## src/rtl/scroll_offset_gen.sv

```systemverilog
// Scroll offset generator: synchronises the slow divider toggle and steps a wrapping pixel offset.
// Build option BOTH_EDGES_EN: step on both shift_clk edges instead of rising edges only.
module scroll_offset_gen #(
    parameter int WIDTH      = 10,
    parameter int MAX_OFFSET = 639,
    parameter int STEP       = 1
) (
    input  logic             clk_in,
    input  logic             rst_n,
    input  logic             shift_clk,
    input  logic             enable,
    input  logic             dir,
    input  logic             load,
    input  logic [WIDTH-1:0] load_value,
    output logic [WIDTH-1:0] offset,
    output logic             step_pulse,
    output logic             wrap
);

    // state | meaning
    // IDLE  | stepping disabled
    // ARMED | enabled, waiting to swallow the first (possibly partial) divider edge
    // RUN   | every detected edge performs one step
    typedef enum logic [1:0] {
        IDLE  = 2'd0,
        ARMED = 2'd1,
        RUN   = 2'd2
    } state_t;

    localparam logic [WIDTH:0]   MAX_W     = (WIDTH+1)'(MAX_OFFSET);
    localparam logic [WIDTH:0]   ONE_W     = (WIDTH+1)'(1);
    localparam logic [WIDTH:0]   STEP_W    = (WIDTH+1)'(STEP);
    localparam logic [WIDTH:0]   MAXP1_W   = MAX_W + ONE_W;
    localparam logic [WIDTH:0]   WRAP_DN_W = MAXP1_W - STEP_W;
    localparam logic [WIDTH-1:0] MAX_N     = WIDTH'(MAX_OFFSET);

    state_t            state_q, state_d;
    logic              sync1_q, sync2_q, prev_q;
    logic [WIDTH-1:0]  offset_q, offset_d;
    logic              step_pulse_q, step_pulse_d;
    logic              wrap_q, wrap_d;
    logic              trig;
    logic              step_en;
    logic [WIDTH:0]    offset_ext;
    logic [WIDTH:0]    sum_up;
    logic [WIDTH-1:0]  step_val;
    logic              step_wrap;
    logic [WIDTH-1:0]  load_clamped;

    always_ff @(posedge clk_in or negedge rst_n) begin
        if (!rst_n) begin
            sync1_q <= 1'b0;
            sync2_q <= 1'b0;
            prev_q  <= 1'b0;
        end else begin
            sync1_q <= shift_clk;
            sync2_q <= sync1_q;
            prev_q  <= sync2_q;
        end
    end

`ifdef BOTH_EDGES_EN
    assign trig = sync2_q ^ prev_q;
`else
    assign trig = sync2_q & ~prev_q;
`endif

    always_ff @(posedge clk_in or negedge rst_n) begin
        if (!rst_n) begin
            state_q <= IDLE;
        end else begin
            state_q <= state_d;
        end
    end

    // Dropping enable wins over any edge seen in the same cycle.
    always_comb begin
        state_d = state_q;
        if (!enable) begin
            state_d = IDLE;
        end else begin
            case (state_q)
                IDLE:    state_d = ARMED;
                ARMED:   if (trig) state_d = RUN;
                RUN:     state_d = RUN;
                default: state_d = IDLE;
            endcase
        end
    end

    always_comb begin
        step_en = (state_q == RUN) && enable && trig;
    end

    always_comb begin
        offset_ext = {1'b0, offset_q};
        sum_up     = offset_ext + STEP_W;
        step_val   = offset_q;
        step_wrap  = 1'b0;
        if (!dir) begin
            if (sum_up > MAX_W) begin
                step_val  = WIDTH'(sum_up - MAXP1_W);
                step_wrap = 1'b1;
            end else begin
                step_val  = WIDTH'(sum_up);
            end
        end else begin
            if (offset_ext < STEP_W) begin
                step_val  = WIDTH'(offset_ext + WRAP_DN_W);
                step_wrap = 1'b1;
            end else begin
                step_val  = WIDTH'(offset_ext - STEP_W);
            end
        end
    end

    always_comb begin
        load_clamped = (load_value > MAX_N) ? MAX_N : load_value;
        offset_d     = offset_q;
        step_pulse_d = 1'b0;
        wrap_d       = 1'b0;
        if (load) begin
            offset_d = load_clamped;
        end else if (step_en) begin
            offset_d     = step_val;
            step_pulse_d = 1'b1;
            wrap_d       = step_wrap;
        end
    end

    always_ff @(posedge clk_in or negedge rst_n) begin
        if (!rst_n) begin
            offset_q     <= '0;
            step_pulse_q <= 1'b0;
            wrap_q       <= 1'b0;
        end else begin
            offset_q     <= offset_d;
            step_pulse_q <= step_pulse_d;
            wrap_q       <= wrap_d;
        end
    end

    assign offset     = offset_q;
    assign step_pulse = step_pulse_q;
    assign wrap       = wrap_q;

endmodule

```

## config.mk

```make
export PLATFORM = sky130hd
export DESIGN_NAME = scroll_offset_gen
export DESIGN_NICKNAME = d
export VERILOG_FILES = /design/src/rtl/scroll_offset_gen.sv
export SDC_FILE = /design/constraint.sdc
export NUM_CORES = 1
export LEC_CHECK = 0
export BUFFER_PORTS_ARGS = -buffer_cell sky130_fd_sc_hd__buf_2
export CELL_PAD_IN_SITES_DETAIL_PLACEMENT = 2
export CELL_PAD_IN_SITES_GLOBAL_PLACEMENT = 2
export CORE_MARGIN = 4
export CORE_UTILIZATION = 29
export CTS_CLUSTER_SIZE = 8
export DETAILED_ROUTE_END_ITERATION = 6
export PLACE_DENSITY_LB_ADDON = 0.05
export SYNTH_ARGS = -nofsm -noshare
export SYNTH_HDL_FRONTEND = slang
export SYNTH_SLANG_ARGS = --single-unit
```

## constraint.sdc

```tcl
create_clock -name clk_in -period 2.5 [get_ports clk_in]
set_clock_uncertainty 0.1 [all_clocks]
set_input_delay 0.5 -clock clk_in [delete_from_list [all_inputs] [get_ports clk_in]]
set_output_delay 0.5 -clock clk_in [all_outputs]
set_load 0.02 [all_outputs]
```

# Word level (Yosys, flattened, before mapping)
# Cells that the tools add are included.
# word_totals
mem_count,0
romBits,0
regBits,17
wordCells,39
in_bits,16
out_inout_bits,12
ram_bits,0
latchBits,0
# op_classes
eq_ne,3
n_reduce_logical,4
muxes,16
shifts,0
n_addsub,4
bitwise_logic,2
magnitude_cmp,3
mul,0
div_mod_pow,0
# op_table
op,n
$mux 10,6
$add 10x1->11 const B,1
$gt 11x10->1 const B,1
$add 10x10->10 const B,1
$gt 10x10->1 const B,1
$lt 10x1->1 const B,1
$sub 10x1->10 const B,1
$sub 10x10->10 const B,1
$mux 1,7
$pmux 2 s3,1
$mux 2,2
$ne 3x3->1 const B,1
$eq 2x1->1 const B,1
$eq 2x2->1 const B,1
$logic_and 1x1->1,2
$logic_not 2->1,1
$reduce_bool 2->1,1
$and 1x1->1,1
$not 1->1,1

# Depth between registers and ports, before layout
# Gate-level depths: netlist of the first run.
# logic_depth
ltp_word,6
ltp_mapped,12
mapped_depth_nobuf,10

# Least setup slack after synthesis of the first run
# No wires, ideal clock.
# synth_path
path_kind,register to register
startpoint,"register offset_q[0], in the netlist offset[0]"
endpoint,"register offset_q[7], in the netlist offset[7]"
setup_ps,123
path_buffers,2
slack_ps,-238
stages_incl_launch_ff,13
required_time_ps,2277
arrival_ps,2515
path_cell_list,dfrtp_1 > buf_2 > and3_1 > and2_4 > buf_6 > xnor2_1 > ha_1 > nor2_1 > a32oi_1 > o21ai_2 > o22ai_4 > mux2_1 > o221a_1
# synth_via
elab_chain_len,6
# synth_rtl
element,line_no,text
from (decl),39,"logic [WIDTH-1:0] offset_q, offset_d;"
from (signal assigned),137,offset_q <= offset_d;
$add 10x1->11,97,sum_up = offset_ext + STEP_W;
$sub 10x10->10 / $gt 11x10->1 (equally long branches),"102, 101",
$mux 10,101,if (sum_up > MAX_W) begin
$mux 10 *,100,if (!dir) begin
$mux 10 *,124,end else if (step_en) begin
$mux 10 *,122,if (load) begin
# Mark *: on every way between the ends. The rest lies on a longest branch, timed or not. The select of a mux whose other input is x is not followed.
# A chain may end at the register's enable or synchronous reset.

# Worst setup path in the final report of the first run
# layout_path
startpoint,"register offset_q[5], in the netlist offset[5]"
endpoint,"register offset_q[7], in the netlist offset[7]"
# Same word-level chain as after synthesis.

==> flow_summary.ini, run 1 <==
[timing]
rsz0062_at_grt = yes
setup_viol = 1
layout_setup_ws_ps = -2.910
finalCritPeriodShare = 1.001
max_freq_ghz = 0.3995
hold_viol = 0
fin_crit_ps = 2503
slew_viol_final = 0
slew_headroom = 0.7074
worst-slew-pin-transition_ps = 435.6

[cells_and_area]
final_common_cell = buf_2
nNetsFinal = 225
syn_to_final_growth_pct = 27.66
drive_gt1_frac = 0.3532
final_area_um2 = 1802
final_cell_mix = 27 x buf_2, 22 x buf_4, 16 x nor2_1, 12 x dfrtp_1, 11 x nand2_1
antenna_cells = 0

[cts]
cts_num_sinks = 17
clockBufferDepth = 2
cts_hold_buf = 0
numCtsBuffers = 3
cts_tree = built
root_buffer = clkbuf_8
clock_latency_ps = 260
cts_max_level = 1
path_clk_slew_ps = 70

[status]
status = finished, violations left
violations = negative setup slack

[power]
p_comb_frac = 0.453
switching_share = 0.3866
pwr-share-clk = 0.211
p_int_uw = 616.8
finalPower_mw = 1.006
switchingPower_uw = 388.7
power_density_nw_per_um2 = 558.1
ir_drop_mv = 0.1601
seq_power_share = 0.336
cellLeakagePower_nw = 0.7537

[yosys]
synth.ff_latch_count = 17
synth_area_um2 = 1411
syn_nets = 185
synth_ff_type = dfrtp_1
syn_avg_cell_area_um2 = 8.712
async_flop_share = 1.000
synth-edff-count = 0
synthDistinctLibCells = 49
synthCells = 162
synth_warnings = 0
yosysSeqAreaShare = 0.3014

[placement]
gp_congestion = 0.8856
placedInstanceArea_um2 = 1705
port-buffer-count = 27
place_ws_ps = 37.90
dp_hpwl_mm = 3.802

[critical_path]
rr_startpoint = offset[5]
cp.arrival_ps = 2550
crit_required_ps = 2550
worstSetupPathType = reg2reg
crit_path_start_kind = flop
cp_max_fo = 5
critPathCaptureType = flop
critPathLaunch = offset[5]

[floorplanning]
start_util = 0.2988
die-area_um2 = 6047
die_h_um = 77.76
core_area_um2 = 4723
die_x_um = 77.76
rows = 25
ioPinCount = 28

[global_routing]
grt_max_degree = 18
antenna_found_initial = 0
grt_overflow = 0
grt_first_pass_wirelength_mm = 8.073
grt_use_total = 0.1722
grt_pass1_vias = 1500

[route]
viasPerCell = 5.190
postRouteAntennaNets = 0
routed_wl_mm = 5.019
num_vias = 1391
drt_pass1_iterations = 4
drc = 0
wl_per_cell_um = 18.73
drt_iter0_drc = 28

[worst_hold_path]
hold_path_class = in2async

[flow_run]
drv_cap = 0
[metal layers]
metal,vias up,GRT usage,share of wire
li1,661,-,-
met1,703,0.2210,0.46
met2,23,0.2979,0.51
met3,4,0.03132,0.027
met4,0,0.03737,0.0084
met5,-,0,0
[per-stage QoR]
step	util	instances	hold WS, ps	setup TNS [ps]
floorplan	-	162	104.4	-105.7
global placement	0.3611	260	233.8	0
detailed placement	0.3611	260	236.2	0
CTS	0.3709	264	65.03	0
global route	0.3815	268	78.30	-200.3
finish	0.3815	268	59.17	-2.910
[area by class of cell]
type | count | area [um2]
inverter | 6 | 22.52
timing repair buffer | 49 | 300.3
sequential | 17 | 431.7
multi-input combinational | 125 | 917.1
fill | 553 | 2922
clock buffer | 3 | 41.29
tap | 67 | 83.83
clock inverter | 1 | 5.005
[final timing paths]
path                        endpoint  slack (ps)  depth (start not counted)
setup / recovery           offset[7]          -3                         10
hold / removal                prev_q          60                          1
setup reg to reg           offset[7]          -3                         10
hold reg to reg              sync2_q         250                          0
max in group asynchronous  offset[4]        1920                          1
min in group clk_in          sync1_q         240                          1
[worst max-delay path: stages (launching register included)]
cell and delay (ps):
dfrtp_2 360, and4_4 270, nand4_1 140, xor2_1 270, ha_2 260, nor2_1 50
a32oi_1 230, o21ai_2 90, o22ai_4 120, mux2_4 320, o221a_1 200
[logic make-up after synthesis]
group / synth area share
mux: 0.02216
compound gates: 0.2172
fa+ha+maj: 0.06205
xor+xnor: 0.08688
flops: 0.3014
simple gates: 0.2340
buf+inv: 0.07623
[synth_stat cells (2+ instances only)]
cell type	instances	area (um2)
a21boi_0	2	15.01
a21oi_1	4	20.02
a31oi_1	2	12.51
and3_1	4	25.02
buf_2	5	25.02
buf_6	3	33.78
clkbuf_1	4	15.01
dfrtp_1	17	425.4
ha_1	7	87.58
inv_1	6	22.52
mux2i_1	2	20.02
nand2_1	11	41.29
nand2b_1	2	12.51
nand3_1	3	15.01
nand3b_1	2	15.01
nand4_1	4	25.02
nand4b_1	2	17.52
nor2_1	16	60.06
nor2b_1	3	18.77
nor3_1	7	35.03
o21ai_0	9	45.04
o22a_1	5	43.79
o22ai_1	2	12.51
o32a_1	2	20.02
or4_1	2	15.01
xnor2_1	9	78.83
xor2_1	5	43.79
[registers in the layout, summed over array words and instances, names as in the netlist]
signal / count
prev_q: 1
state_q: 2
offset: 10
step_pulse: 1
wrap: 1
sync2_q: 1
sync1_q: 1
[power groups by stage]
stage                     Clock [mW]  Sequential (mW)  Combinational [mW]
after floorplan                    0            0.358               0.276
after global placement             0            0.337               0.422
after detailed placement           0            0.342               0.438
after CTS                      0.223            0.337               0.443
after global routing           0.235            0.342               0.507
final                          0.212            0.338               0.456
[repair_timing]
| action | CTS | global route |
|---|---|---|
| buffers inserted | 0 | 4 |
| endpoints found under the hold margin | 0 | 0 |
| gates resized for setup | 0 | 4 |
| setup endpoints to repair | 0 | 5 |
Power figures use the tool's default switching activity.
==> inputs of run 2 (changes only) <==
--- a/config.mk
+++ b/config.mk
@@ -13,5 +13,5 @@
 export CTS_CLUSTER_SIZE = 8
 export DETAILED_ROUTE_END_ITERATION = 6
-export PLACE_DENSITY_LB_ADDON = 0.05
+export PLACE_DENSITY = 0.83
 export SYNTH_ARGS = -nofsm -noshare
 export SYNTH_HDL_FRONTEND = slang
==> constraint.sdc (replaced) <==
create_clock -name clk_in -period 2.5 [get_ports clk_in]
set_clock_uncertainty 0.1 [all_clocks]
set_input_delay 0.75 -clock clk_in [delete_from_list [all_inputs] [get_ports clk_in]]
set_output_delay 0.75 -clock clk_in [all_outputs]
set_load 0.02 [all_outputs]
==> flow_summary.ini, run 2 (synthesized netlist as in run 1, its figures left out) <==
[status]
status = complete, no violations

[critical_path]
critical_path.cell_chain = ha_2 > nand4_1 > xor2_2 > ha_4 > nor2_1 > a32oi_1 > o21ai_2 > o22ai_4 > mux2_4 > o221a_1
rr_startpoint = offset[0]
crit_buf_inv = 0
crit_path_start_kind = flop
regToRegEndpoint = offset[7]
critPathMaxStageDelay_ps = 420
rr_worst_depth = 10
cp_max_fo = 6
crit_required_ps = 2550
worstSetupPathType = reg2reg
r2r_setup_slack_ps = 20
cp_top_family = compound AO/OA/AOI/OAI gates
cp.arrival_ps = 2530
critPathCaptureType = flop
cp_slowest_cell = dfrtp_2

[cells_and_area]
syn_to_final_growth_pct = 29.52
instances_no_fill = 271
drive_gt1_frac = 0.3578
final_common_cell = buf_2
final_area_um2 = 1828
antenna_cells = 0
final_cell_mix = 27 x buf_2, 24 x buf_4, 16 x nor2_1, 12 x dfrtp_1, 11 x nand2_1
utilization = 0.3870
nNetsFinal = 228
largest_reg_flops = 10

[power]
seq_power_share = 0.333
power_density_nw_per_um2 = 558.2
cellLeakagePower_nw = 0.7732
ir_drop_mv = 0.4003
p_comb_frac = 0.455
switchingPower_uw = 394.0
pwr-share-clk = 0.212
switching_share = 0.3861
p_int_uw = 626.4

[placement]
placedInstanceArea_um2 = 1713
place_ws_ps = 23.58
port-buffer-count = 27
dp_cells = 261
dp_hpwl_mm = 3.754
gp_congestion = 0.8402

[route]
drt_iter0_drc = 70
viasPerCell = 5.148
wl_per_cell_um = 18.62
drt_pass1_iterations = 4
num_vias = 1395
postRouteAntennaNets = 0
drc = 0
routed_wl_mm = 5.046

[timing]
hold_slack_ps = 255.4
slew_viol_final = 0
worst-slew-pin-transition_ps = 463.5
setup_viol = 0
finalCritPeriodShare = 0.9930
hold_viol = 0
layout_setup_ws_ps = 17.38
max_freq_ghz = 0.4028
fin_crit_ps = 2483
slew_headroom = 0.6877

[cts]
cts_tree = built
cts_num_sinks = 17
numCtsBuffers = 3
clock_latency_ps = 260
clockBufferDepth = 2
cts_max_level = 1
path_clk_slew_ps = 70
root_buffer = clkbuf_8

[global_routing]
grt_use_total = 0.1708
grt_pass1_vias = 1458
grt_overflow = 0
grt_first_pass_wirelength_mm = 7.962
antenna_found_initial = 0
grt_max_degree = 18

[floorplanning]
die-area_um2 = 6047
core_area_um2 = 4723
start_util = 0.2988
die_x_um = 77.76
rows = 25
ioPinCount = 28
die_h_um = 77.76

[worst_hold_path]
hold_depth = 0
hold_path_class = reg2reg
min_to = sync2_q
hp-start = sync1_q

[flow_run]
drv_cap = 0
run 2: changes by cell type in the layout (fill, tap and decap cells not counted), sizes merged:
cell and delta:
buf +3
run 2: worst reg2reg max path, delay by kind of cell (launching register included):
family / cells / cell delay, ps
fa+ha+maj: 2 / 390
compound gates: 4 / 660
flops: 1 / 420
mux: 1 / 320
simple gates: 2 / 220
xor+xnor: 1 / 260
run 2: routing by layer:
layer | routed length, um | global-route usage
met1 | 2122 | 0.2058
met2 | 2574 | 0.3031
met3 | 235 | 0.03596
met4 | 113 | 0.04804
met5 | 0 | 0
run 2: what timing repair did:
action / 4_1_cts / 5_1_grt
endpoints found under the setup margin: 1 / 4
hold buffers: 0 / 0
resized for setup: 0 / 4
buffers inserted: 1 / 5
pin swaps: 1 / 5
endpoints found under the hold margin: 0 / 0
run 2: worst max path at each step:
| stage | from | cells past startpoint | end |
|---|---|---|---|
| final | offset[0] | 10 | offset[7] |
| after global routing | offset[0] | 10 | offset[7] |
| after CTS | offset[5] | 10 | offset[7] |
| after detailed placement | offset[5] | 10 | offset[7] |
| after global placement | offset[5] | 10 | offset[7] |
| after floorplan | offset[5] | 12 | offset[7] |
run 2: power by group through the flow:
stage	clock network [mW]	registers, mW	logic [mW]
after detailed placement	0	0.344	0.435
after global routing	0.240	0.345	0.511
final	0.216	0.340	0.465
after global placement	0	0.341	0.413
after floorplan	0	0.358	0.276
after CTS	0.223	0.339	0.440
run 2: stage by stage:
step | total power, mW | setup TNS (ps)
5_1_grt | 1.096 | -260.1
6_report | 1.020 | 0
3_5_place_dp | 0.7785 | 0
2_1_floorplan | 0.6347 | -105.7
4_1_cts | 1.002 | 0
3_3_place_gp | 0.7539 | 0
run 2: final cells by class:
type,instances,area (um2)
flip-flops and latches,17,431.7
clock buffers,3,41.29
multi-input cells,125,917.1
clock inverters,1,5.005
well taps,67,83.83
fillers,539,2895
repair buffers,52,326.6
inverters,6,22.52
==> inputs of run 3 (changes only) <==
==> constraint.sdc (replaced) <==
create_clock -name clk_in -period 2.5 [get_ports clk_in]
set_clock_uncertainty 0.1 [all_clocks]
set_input_delay 0.375 -clock clk_in [delete_from_list [all_inputs] [get_ports clk_in]]
set_output_delay 0.375 -clock clk_in [all_outputs]
set_load 0.02 [all_outputs]
==> flow_summary.ini, run 3 (synthesized netlist as in run 1, its figures left out) <==
[status]
status = complete, no violations

[cells_and_area]
largest_reg_flops = 10
syn_to_final_growth_pct = 29.96
drive_gt1_frac = 0.3596
seqCellArea_um2 = 431.7
fill_cells = 547
nNetsFinal = 227
multi_input_area_um2 = 929.6
final_common_cell = buf_2
final_cell_mix = 27 x buf_2, 23 x buf_4, 15 x nor2_1, 12 x dfrtp_1, 11 x nand2_1
antenna_cells = 0
instances_no_fill = 270

[global_routing]
antenna_found_initial = 0
grt_first_pass_wirelength_mm = 8.211
grt_pass1_vias = 1542
gr-usage-met2 = 0.3048
grt_overflow = 0
met1_usage = 0.2141
grt_use_total = 0.1763
grt_max_degree = 18
grt.busiest_layer = met2
grt_use_met3 = 0.04408

[cts]
path_clk_slew_ps = 80
clock_latency_ps = 270
cts_tree = built
cts_num_sinks = 17
cts_max_level = 1
numCtsBuffers = 3
clockBufferDepth = 2
root_buffer = clkbuf_8

[timing]
max_freq_ghz = 0.4005
hold_slack_ps = 103.9
slew_viol_final = 0
fin_crit_ps = 2497
layout_setup_ws_ps = 3.318
rsz0062_at_grt = yes
setup_viol = 0
slew_headroom = 0.6973
worst-slew-pin-transition_ps = 450.0
finalCritPeriodShare = 0.9987
hold_viol = 0

[critical_path]
crit_required_ps = 2570
worstSetupPathType = reg2reg
crit_path_start_kind = flop
rr_startpoint = offset[5]
cp_max_fo = 5
critPathCaptureType = flop
critPathMaxStageDelay_ps = 360
critPathLaunch = offset[5]
cp_top_family = compound AO/OA/AOI/OAI gates
cp.arrival_ps = 2560
crit_buf_inv = 0
cp_slowest_cell = dfrtp_2
critical_path.cell_chain = and4_4 > nand4_1 > xor2_1 > ha_2 > nor2_2 > a32oi_1 > o21ai_2 > o22ai_4 > mux2_4 > o221a_1

[placement]
gp_congestion = 0.8977
dp_hpwl_mm = 3.826
place_ws_ps = -20.74
port-buffer-count = 27
dp_cells = 259

[route]
routed_wl_mm = 5.078
num_vias = 1416
drc = 0
postRouteAntennaNets = 0
drt_iter0_drc = 44
viasPerCell = 5.244
wl_per_cell_um = 18.81
drt_pass1_iterations = 4

[power]
finalPower_mw = 1.030
seq_power_share = 0.330
switching_share = 0.3911
power_density_nw_per_um2 = 561.4
p_int_uw = 627.0
cellLeakagePower_nw = 0.7607
p_comb_frac = 0.451
switchingPower_uw = 402.8
pwr-share-clk = 0.219
ir_drop_mv = 0.3620

[floorplanning]
die_h_um = 77.76
die_x_um = 77.76
ioPinCount = 28
start_util = 0.2988
rows = 25
core_area_um2 = 4723
die-area_um2 = 6047

[worst_hold_path]
hold_path_class = in2reg
hp-start = shift_clk

[flow_run]
drv_cap = 0
==> run 3: per-stage QoR <==
step                      utilization  setup TNS (ps)  cell area, um2
after global routing           0.3883          -268.0            1834
after CTS                      0.3751               0            1772
final                          0.3883               0            1834
after floorplan                     -          -105.7            1449
after detailed placement       0.3595          -20.74            1698
after global placement         0.3595               0            1698
==> run 3: power by group through the flow <==
stage	sequential (mW)	clock [mW]	combinational [mW]
after floorplan	0.358	0	0.276
after global placement	0.340	0	0.409
after detailed placement	0.343	0	0.428
after CTS	0.338	0.230	0.441
after global routing	0.345	0.244	0.516
final	0.340	0.225	0.465
==> run 3: area by class of cell <==
class	instances	share of cell area
multi-input cells	125	0.5068
flip-flops and latches	17	0.2353
repair buffers	51	0.1733
well taps	67	0.04570
clock buffers	3	0.02251
inverters	6	0.01228
clock inverters	1	0.004093
==> run 3: repair_timing <==
action                                  CTS  global route
buffers inserted                          2             4
endpoints found under the setup margin    1             5
hold buffers                              1             0
cloned                                    0             0
pin swaps                                 2             5
gates resized for setup                   0             6
endpoints found under the hold margin    17             0
==> run 3: layer usage <==
layer | share of wire | up-vias
li1 | - | 664
met1 | 0.44 | 709
met2 | 0.51 | 31
met3 | 0.037 | 12
met4 | 0.020 | 0
met5 | 0 | -
==> run 3: worst paths after layout <==
| check | slack (ps) | end | cells past startpoint |
|---|---|---|---|
| worst max register to register | 3 | offset[7] | 10 |
| worst min register to register | 260 | sync2_q | 0 |
| worst max-delay path | 3 | offset[7] | 10 |
| min in group asynchronous | 470 | offset[7] | 2 |
| max in group asynchronous | 1500 | offset[5] | 2 |
| worst min-delay path | 100 | sync1_q | 1 |
